==> config.mk <==
export PLATFORM = sky130hd
export DESIGN_NAME = divider_seq_ctrl
export DESIGN_NICKNAME = d
export VERILOG_FILES = /design/src/rtl/divider_seq_ctrl.sv
export SDC_FILE = /design/constraint.sdc
export NUM_CORES = 1
export LEC_CHECK = 0
export CAP_MARGIN = 20
export CELL_PAD_IN_SITES_DETAIL_PLACEMENT = 1
export CELL_PAD_IN_SITES_GLOBAL_PLACEMENT = 1
export CORE_ASPECT_RATIO = 0.5
export CORE_MARGIN = 1.5
export CORE_UTILIZATION = 37
export DETAILED_ROUTE_END_ITERATION = 8
export MAX_ROUTING_LAYER = met4
export PLACE_DENSITY = 0.83
export SYNTH_ARGS = -nofsm -noshare
export SYNTH_HDL_FRONTEND = slang
export SYNTH_SLANG_ARGS = --single-unit
==> constraint.sdc <==
create_clock -name clk -period 3.4 [get_ports clk]
set_clock_uncertainty 0.15 [all_clocks]
set_input_delay 0.34 -clock clk [delete_from_list [all_inputs] [get_ports clk]]
set_output_delay 0.34 -clock clk [all_outputs]
set_load 0.03 [all_outputs]
==> src/rtl/divider_seq_ctrl.sv <==
// Sequencing controller for the Goldschmidt divider datapath: start/busy/done handshake,
// operand latches and state-decoded enables/selects for the initial and refinement passes.
module divider_seq_ctrl #(
    parameter int unsigned ITERS = 3
) (
    input  logic        clk,
    input  logic        reset,
    input  logic        start,
    input  logic [15:0] n_in,
    input  logic [15:0] d_in,
    output logic [15:0] N,
    output logic [15:0] D,
    output logic        kSave,
    output logic        nSave,
    output logic        dSave,
    output logic        kNextSel,
    output logic [1:0]  muxSelB,
    output logic        busy,
    output logic        done,
    output logic        err
);

    typedef enum logic [2:0] {
        S_IDLE,
        S_INIT_N,
        S_INIT_D,
        S_ITER_N,
        S_ITER_D,
        S_DRAIN,
        S_DONE
    } state_t;

    localparam logic [3:0] LAST_CNT = 4'(ITERS - 1);

    state_t     state;
    state_t     state_nxt;
    logic [3:0] cnt;
    logic       accept;

    assign accept = (state == S_IDLE) && start;

    always_comb begin
        state_nxt = state;
        unique case (state)
            S_IDLE:   if (start) state_nxt = d_in[15] ? S_INIT_N : S_DONE;
            S_INIT_N: state_nxt = S_INIT_D;
            S_INIT_D: state_nxt = S_ITER_N;
            S_ITER_N: state_nxt = S_ITER_D;
            S_ITER_D: state_nxt = (cnt < LAST_CNT) ? S_ITER_N : S_DRAIN;
            S_DRAIN:  state_nxt = S_DONE;
            S_DONE:   state_nxt = S_IDLE;
            default:  state_nxt = S_IDLE;
        endcase
    end

    always_ff @(posedge clk or posedge reset) begin
        if (reset) begin
            state    <= S_IDLE;
            cnt      <= '0;
            N        <= '0;
            D        <= '0;
            err      <= 1'b0;
            kSave    <= 1'b0;
            nSave    <= 1'b0;
            dSave    <= 1'b0;
            kNextSel <= 1'b0;
            muxSelB  <= 2'b00;
            busy     <= 1'b0;
            done     <= 1'b0;
        end else begin
            state <= state_nxt;

            if (accept) begin
                N   <= n_in;
                D   <= d_in;
                cnt <= '0;
                err <= ~d_in[15];
            end else if (state == S_ITER_D) begin
                cnt <= cnt + 4'd1;
            end

            // Outputs are decoded from the state being entered, so they are
            // registered yet still track the current state exactly.
            kSave    <= 1'b0;
            nSave    <= 1'b0;
            dSave    <= 1'b0;
            kNextSel <= 1'b0;
            muxSelB  <= 2'b00;
            done     <= 1'b0;
            busy     <= (state_nxt != S_IDLE);
            unique case (state_nxt)
                S_INIT_N: begin
                    kNextSel <= 1'b1;
                    nSave    <= 1'b1;
                end
                S_INIT_D: begin
                    kNextSel <= 1'b1;
                    muxSelB  <= 2'b01;
                    dSave    <= 1'b1;
                    kSave    <= 1'b1;
                end
                S_ITER_N, S_DRAIN: begin
                    muxSelB <= 2'b10;
                    nSave   <= 1'b1;
                end
                S_ITER_D: begin
                    muxSelB <= 2'b11;
                    dSave   <= 1'b1;
                    kSave   <= 1'b1;
                end
                S_DONE:  done <= 1'b1;
                default: ;
            endcase
        end
    end

endmodule

# Word-level counts from Yosys, hierarchy flattened
# Cells that the tools add are included.
[op_classes] n_reduce_logical=8 n_mux=11 eq_ne=11 n_addsub=1 order_cmp=1 bitwise_logic=1
[ops] operator="$pmux 3 s6" count=1
[ops] operator="$eq 3x3->1 const B" count=5
[ops] operator="$eq 3x2->1 const B" count=4
[ops] operator="$mux 3" count=3
[ops] operator="$mux 4" count=2
[ops] operator="$eq 3x1->1 const B" count=2
[ops] operator="$pmux 2 s3" count=1
[ops] operator="$reduce_or 2->1" count=3
[ops] operator="$add 4x1->4 const B" count=1
[ops] operator="$lt 4x2->1 const B" count=1
[ops] operator="$mux 1" count=4
[ops] operator="$logic_not 3->1" count=1
[ops] operator="$reduce_bool 3->1" count=1
[ops] operator="$reduce_or 3->1" count=1
[ops] operator="$reduce_bool 2->1" count=1
[ops] operator="$logic_and 1x1->1" count=1
[ops] operator="$not 1->1" count=1
[totals] input_bits=35 reg_bits=47

# Depth between registers and ports, before layout
# Gate-level depths: netlist of the first run.
[depth] ltp_word=6 depth_mapped=5 depth_no_buf=4

# Worst setup path before layout of the first run
# OpenSTA, ideal clock, no wires.
[synth_timing] path_kind="register to register" start="reg state[2]" end="reg D[0]" setup_slack_ps=1625 stages_incl_launch_ff=5 t_arrival_ps=1500 required_ps=3125 path_buffers=2 setup_time_ps=125 cell_sequence="dfrtp_1 -> buf_6 -> nor4b_4 -> buf_6 -> mux2_4"
[synth_via] elab_chain_cells=2
[synth_rtl] element="start, declared" line="35" rtl="state_t state;"
[synth_rtl] element="start signal, assigned" line="71" rtl="state <= state_nxt;"
[synth_rtl] element="$logic_not 3->1" line="40" rtl="assign accept = (state == S_IDLE) && start;"
[synth_rtl] element="$logic_and 1x1->1" line="40"
[synth_rtl] element="end signal, assigned" line="75" rtl="D <= d_in;"
[synth_rtl] element="end, declared" line="12" rtl="output logic [15:0] D,"
# Every way passes these cells.
# A chain may end at the register's enable or synchronous reset.

# Final worst setup path of the first run
[layout_timing] start="reg state[2]" end="reg D[11]"
# Same word-level chain as after synthesis.

==> results of run 1 <==
==> cell usage after synthesis <==
cell / count
dfrtp_1: 47
mux2_4: 20
mux2_1: 8
nor2_1: 5
a211oi_1: 4
a21oi_1: 4
buf_6: 4
mux2_2: 4
o21ai_0: 4
clkbuf_1: 3
inv_1: 3
nand2_1: 3
nor2b_1: 3
nor4_1: 3
nor3_1: 2
a21o_1: 1
a22o_1: 1
a22oi_1: 1
a32o_1: 1
buf_1: 1
buf_2: 1
buf_4: 1
ha_1: 1
mux2i_1: 1
nand2b_1: 1
nand4_1: 1
nor4b_4: 1
or3b_2: 1
or4_1: 1
or4b_2: 1
==> registers in the layout, indices dropped and copies added (netlist names), 2 cells and up <==
name,flops
N,16
D,16
cnt,4
state,3
muxSelB,2
==> worst max path at each step <==
stage,from,end
2_1_floorplan,state[2],D[0]
3_3_place_gp,start,D[11]
3_5_place_dp,start,D[14]
4_1_cts,state[2],D[11]
5_1_grt,state[2],D[14]
6_report,state[2],D[11]
==> layout make-up <==
type	count	area, um^2	share of cell area [%]
inverter	3	11.3	0.398
multi-input combinational	72	702	24.8
sequential	47	1180	41.6
tap	70	87.6	3.09
clock buffer	6	82.6	2.92
timing repair buffer	77	766	27.1
clock inverter	1	5.00	0.177
==> report_power, final <==
group          internal [mW]  switching (mW)  total [mW]
Sequential             0.826           0.232        1.06
Combinational          0.758           0.789        1.55
Clock                  0.160           0.173       0.333
Total                   1.74            1.19        2.94
==> through the flow <==
stage,utilization (%),hold slack [ns]
global route,56.4,0.376
global placement,54.6,0.319
detailed placement,54.6,0.326
CTS,56.4,0.344
floorplan,-,0.275
finish,56.4,0.340
==> placed cells by master (no fill, tap or decap), drive strengths merged, types with 4 or more instances in the layout <==
| cell | Yosys | routed |
|---|---|---|
| a211oi | 4 | 4 |
| nor2 | 5 | 5 |
| o21ai | 4 | 4 |
| clkbuf | 3 | 6 |
| mux2 | 32 | 32 |
| a21oi | 4 | 4 |
| dfrtp | 47 | 47 |
| clkdlybuf4s50 | 0 | 75 |
==> critical path, delay by kind of cell, from the launching register on <==
kind,cells,cell delay (ns)
DFF,1,0.60
and+or+nand+nor,1,0.39
muxes,1,0.39
buffers and inverters,1,0.42
==> logic make-up after synthesis <==
family / after synthesis / synth area share, %
and+or+nand+nor: 22 / 7.14
muxes: 33 / 22.7
buffers and inverters: 13 / 4.27
DFF: 47 / 59.9
adders and majority gates: 1 / 0.638
AOI/OAI and AO/OA: 16 / 5.29
==> per-layer routing <==
metal	share of wire (%)	up-vias	wire, um	track usage (%)
li1	-	613	-	-
met1	42	665	2000	19.0
met2	55	23	2600	34.3
met3	2.4	4	113	4.05
met4	0.72	0	34	4.95
met5	0	-	0	-
==> impl_metrics.csv, run 1 <==
group,metric,value,unit
run_status,status,"complete, no violations",
logic_synthesis,ys_types,30,
timing,hold_viol,0,
place,port_buffers,75,
floorplanning,start_util,39.1,%
timing,fin_crit,2.06,ns
global_routing,track_usage,17.7,%
final_layout,instances_no_fill,276,
final_layout,area_delta_synth_final,44.3,%
routing,route.detailed.drc,0,
timing,setup_viol,0,
timing,slew_violations,0,
floorplanning,core_area,0.00502,mm^2
timing,relSlewSlack,35.1,%
final_layout,fillers,503,
cts,cts_setup_buffers,0,
timing,grt_setup_unrepaired,"false",
routing,wl_per_cell,17.2,um
cts,cts_max_path_buffers,2,
critical_path,worstPathArrival,2.09,ns
cts,cts_tree,"done",
pwr,ir_worst_vdd,0.399,mV
logic_synthesis,syn_inst,132,
place,placed_cell_area,0.00274,mm^2
critical_path,required,3.43,ns
logic_synthesis,synth_top_area_share,59.9,%
pwr,power_density,1040,mW/mm^2
routing,num_vias,1305,
cts,clkSinkCount,47,
worst_hold_path,holdPathEnd,"N[2]",
critical_path,rr_startpoint,"state[2]",
critical_path,rrSetupSlack,1.34,ns
timing,fmax,485,MHz
critical_path,cp-end-kind,"flop",
worst_hold_path,hold_path.class,"flop to flop",
critical_path,critPathMaxFanout,22,
floorplanning,die_area,0.00577,mm^2
cts,insertion_delay,0.29,ns
logic_synthesis,yosys_warnings,0,
critical_path,crit_chain,"nor4b_4, buf_4, mux2_2",
cts,clkTransAtPathRegs,0.08,ns
global_routing,grt_pass1_vias,1373,
cts,root_buffer,"clkbuf_8",
logic_synthesis,yosysSeqAreaShare,59.9,%
timing,period_share,60.7,%
floorplanning,die_x,106,um
timing,tns,0,ns
final_layout,drive_gt1_share,18.0,%
critical_path,reg2regPathDepth,3,
critical_path,cpMaxStageDelayCell,"dfrtp_1",
logic_synthesis,syn_avg_cell_area,14.9,um^2
cts,cts_resized,0,
critical_path,critPathKind,"flop to flop",
place,place_inst,269,
pwr,leakagePower,1.20,nW
floorplanning,die_y,54.5,um
logic_synthesis,yosysTopAreaCell,"dfrtp_1",
global_routing,grt_overflow,0,
critical_path,reg2reg_to,"D[11]",
worst_hold_path,hold_start,"N[2]",
critical_path,max_stage_delay,0.60,ns
worst_hold_path,hold_depth,1,
logic_synthesis,synth.net_count,168,
routing,dr.pass1.iters,3,
floorplanning,rows,18,
global_routing,grt_max_degree,48,
place,place.gp.congestion,0.687,
place,place_ws,1.12,ns
routing,postRouteAntennaNets,0,
global_routing,antenna_found_initial,0,
place,dp_hpwl,3300,um
cts,numCtsBuffers,5,
cts,hold_buffers,0,
routing,avgViaCountPerCell,4.73,
final_layout,diodes,0,
logic_synthesis,synth.area.top_cells,"dfrtp_1 (60%), mux2_4 (15%), mux2_1 (4.6%)",
final_layout,fin_area,0.00283,mm^2
floorplanning,io_pins,76,
timing,worstMarginPinSlew,0.972,ns
global_routing,grt_first_pass_wirelength,7200,um
routing,wirelength,4740,um
logic_synthesis,syn-cell-area,0.00196,mm^2
logic_synthesis,synth-seq-cells,47,
pwr,power.total,2.94,mW
cts,htreeDepth,2,
final_layout,num-nets-final,242,
timing,fin_ws,1.34,ns
routing,drt_iter0_drc,27,
run,cap_viol_max_count,0,
critical_path,start_kind,"flop",
Power figures use the tool's default switching activity.
==> run 2, diff against run 1 <==
Settings changed: CORE_UTILIZATION 37 to 31, PLACE_DENSITY 0.83 to 0.74.
Clock period 3.4 ns to 1.7 ns, I/O delays scaled along.
==> impl_metrics.csv, run 2 (synthesis results as in run 1) <==
group,metric,value,unit
pwr,leakagePower,1.32,nW
final_layout,instances_no_fill,303,
timing,hold_viol,0,
final_layout,fin_area,0.00305,mm^2
pwr,p_sw_share,37.9,%
floorplanning,die_area,0.00684,mm^2
routing,dr.pass1.iters,4,
final_layout,area_delta_synth_final,55.5,%
floorplanning,rows,20,
floorplanning,start_util,32.3,%
routing,wl_per_cell,16.3,um
timing,worstMarginPinSlew,0.375,ns
global_routing,grt_max_degree,48,
place,dp_hpwl,3540,um
routing,postRouteAntennaNets,0,
cts,clkTransAtPathRegs,0.06,ns
run,cap_viol_max_count,0,
critical_path,reg2reg_to,"cnt[2]",
global_routing,top_usage_layer,"met2",
cts,cts_tree,"done",
critical_path,required,1.77,ns
global_routing,grt_pass1_vias,1519,
cts,clkSinkCount,47,
floorplanning,core_area,0.00608,mm^2
critical_path,timing.critical_path.buf_inv,1,
final_layout,top_regs,"D x16, N x16, cnt x4",
pwr,power_density,2140,mW/mm^2
floorplanning,die_x,116,um
global_routing,grt_overflow,0,
critical_path,reg2regPathDepth,4,
global_routing,track_usage,15.8,%
global_routing,grt_util_met1,17.4,%
final_layout,mostFrequentLayoutCells,"clkdlybuf4s50_1 (73), dfrtp_1 (46), mux2_4 (24), buf_4 (7), clkbuf_16 (5)",
cts,insertion_delay,0.28,ns
routing,drt_iter0_drc,11,
final_layout,num-nets-final,250,
final_layout,layout_commonest_cell,"clkdlybuf4s50_1",
global_routing,grt_util_met3,3.07,%
critical_path,max_stage_delay,0.65,ns
timing,fmax,602,MHz
place,placed_cell_area,0.00287,mm^2
floorplanning,die_y,59.3,um
critical_path,cp-end-kind,"flop",
cts,hold_buffers,0,
routing,num_vias,1351,
critical_path,critPathMaxFanout,4,
place,port_buffers,75,
pwr,p_int,4.05,mW
timing,slew_violations,0,
pwr,seq_power_share,30.8,%
run_status,status,"complete, no violations",
timing,setup_viol,0,
critical_path,critPathKind,"flop to flop",
final_layout,diodes,0,
critical_path,critPathTopFamily,"simple AND/OR/NAND/NOR gates",
cts,htreeDepth,2,
pwr,p_sw,2.47,mW
critical_path,rr_startpoint,"state[0]",
timing,fin_hold_ws,0.0961,ns
cts,cts_setup_buffers,0,
cts,numCtsBuffers,5,
place,place.gp.congestion,0.772,
routing,route.detailed.drc,0,
pwr,clock_power_share,17.3,%
timing,grt_setup_unrepaired,"true",
critical_path,start_kind,"flop",
pwr,ir_worst_vdd,0.581,mV
timing,fin_crit,1.66,ns
timing,period_share,97.7,%
pwr,power.total,6.52,mW
critical_path,worstPathArrival,1.73,ns
cts,cts_max_path_buffers,2,
global_routing,antenna_found_initial,0,
critical_path,rrSetupSlack,0.04,ns
pwr,p_comb_share,51.9,%
global_routing,grt_use_met2,30.5,%
final_layout,drive_gt1_share,24.2,%
final_layout,fillers,616,
routing,wirelength,4940,um
cts,root_buffer,"clkbuf_16",
final_layout,fin_util,50.2,%
worst_hold_path,hold_path.class,"input port to async pin",
floorplanning,io_pins,76,
place,place_inst,295,
critical_path,cpMaxStageDelayCell,"or4b_2",
timing,relSlewSlack,75.0,%
global_routing,grt_first_pass_wirelength,7940,um
routing,avgViaCountPerCell,4.46,
critical_path,crit_chain,"buf_4, or4b_2, o21ai_1, a22o_1",
==> run 2: how the worst max path moves through the flow <==
stage                  start      to  slack, ns  cells past startpoint
floorplan           state[0]    D[0]      -0.07                      4
global placement       start   D[13]      -0.13                      4
detailed placement     start    N[4]      -0.17                      4
CTS                     D[5]    D[5]     0.0007                      1
global route        state[0]   D[12]     -0.009                      3
finish              state[0]  cnt[2]       0.04                      4
==> run 2: power by group through the flow <==
stage | logic, mW | registers [mW] | clock network [mW]
after floorplan | 1.19 | 2.87 | 0
after global placement | 3.31 | 1.99 | 0
after detailed placement | 3.40 | 2.01 | 0
after CTS | 3.43 | 2.02 | 1.16
after global routing | 3.57 | 2.08 | 1.20
final | 3.39 | 2.01 | 1.13
==> run 2: per-stage QoR <==
stage / worst slack [ns] / setup TNS, ns
floorplan: -0.0669 / -1.76
global placement: -0.135 / -2.71
detailed placement: -0.172 / -3.42
CTS: 0.000736 / 0
global route: -0.00918 / -0.0173
finish: 0.0396 / 0
==> run 2: metal layers <==
layer | up-vias | share of wire, %
li1 | 630 | -
met1 | 705 | 40
met2 | 16 | 57
met3 | 0 | 2.3
met4 | 0 | 0
met5 | - | 0
==> run 2: timing repair <==
item	4_1_cts	5_1_grt
setup endpoints to repair	4	10
gates resized for setup	1	5
pin swaps	0	0
==> run 2: area by class of cell <==
type / count / area (um^2) / area share (%)
Clock buffer: 6 / 139 / 4.55
Clock inverter: 2 / 35.0 / 1.15
Inverter: 3 / 11.3 / 0.369
Multi-Input combinational cell: 72 / 719 / 23.6
Sequential cell: 47 / 1180 / 38.6
Tap cell: 88 / 110 / 3.61
Timing Repair Buffer: 85 / 860 / 28.2
==> run 2: tightest hold or removal path, cell delays in order <==
cell and delay, ns:
clkdlybuf4s50_1 0.41, inv_2 0.07, buf_12 0.25
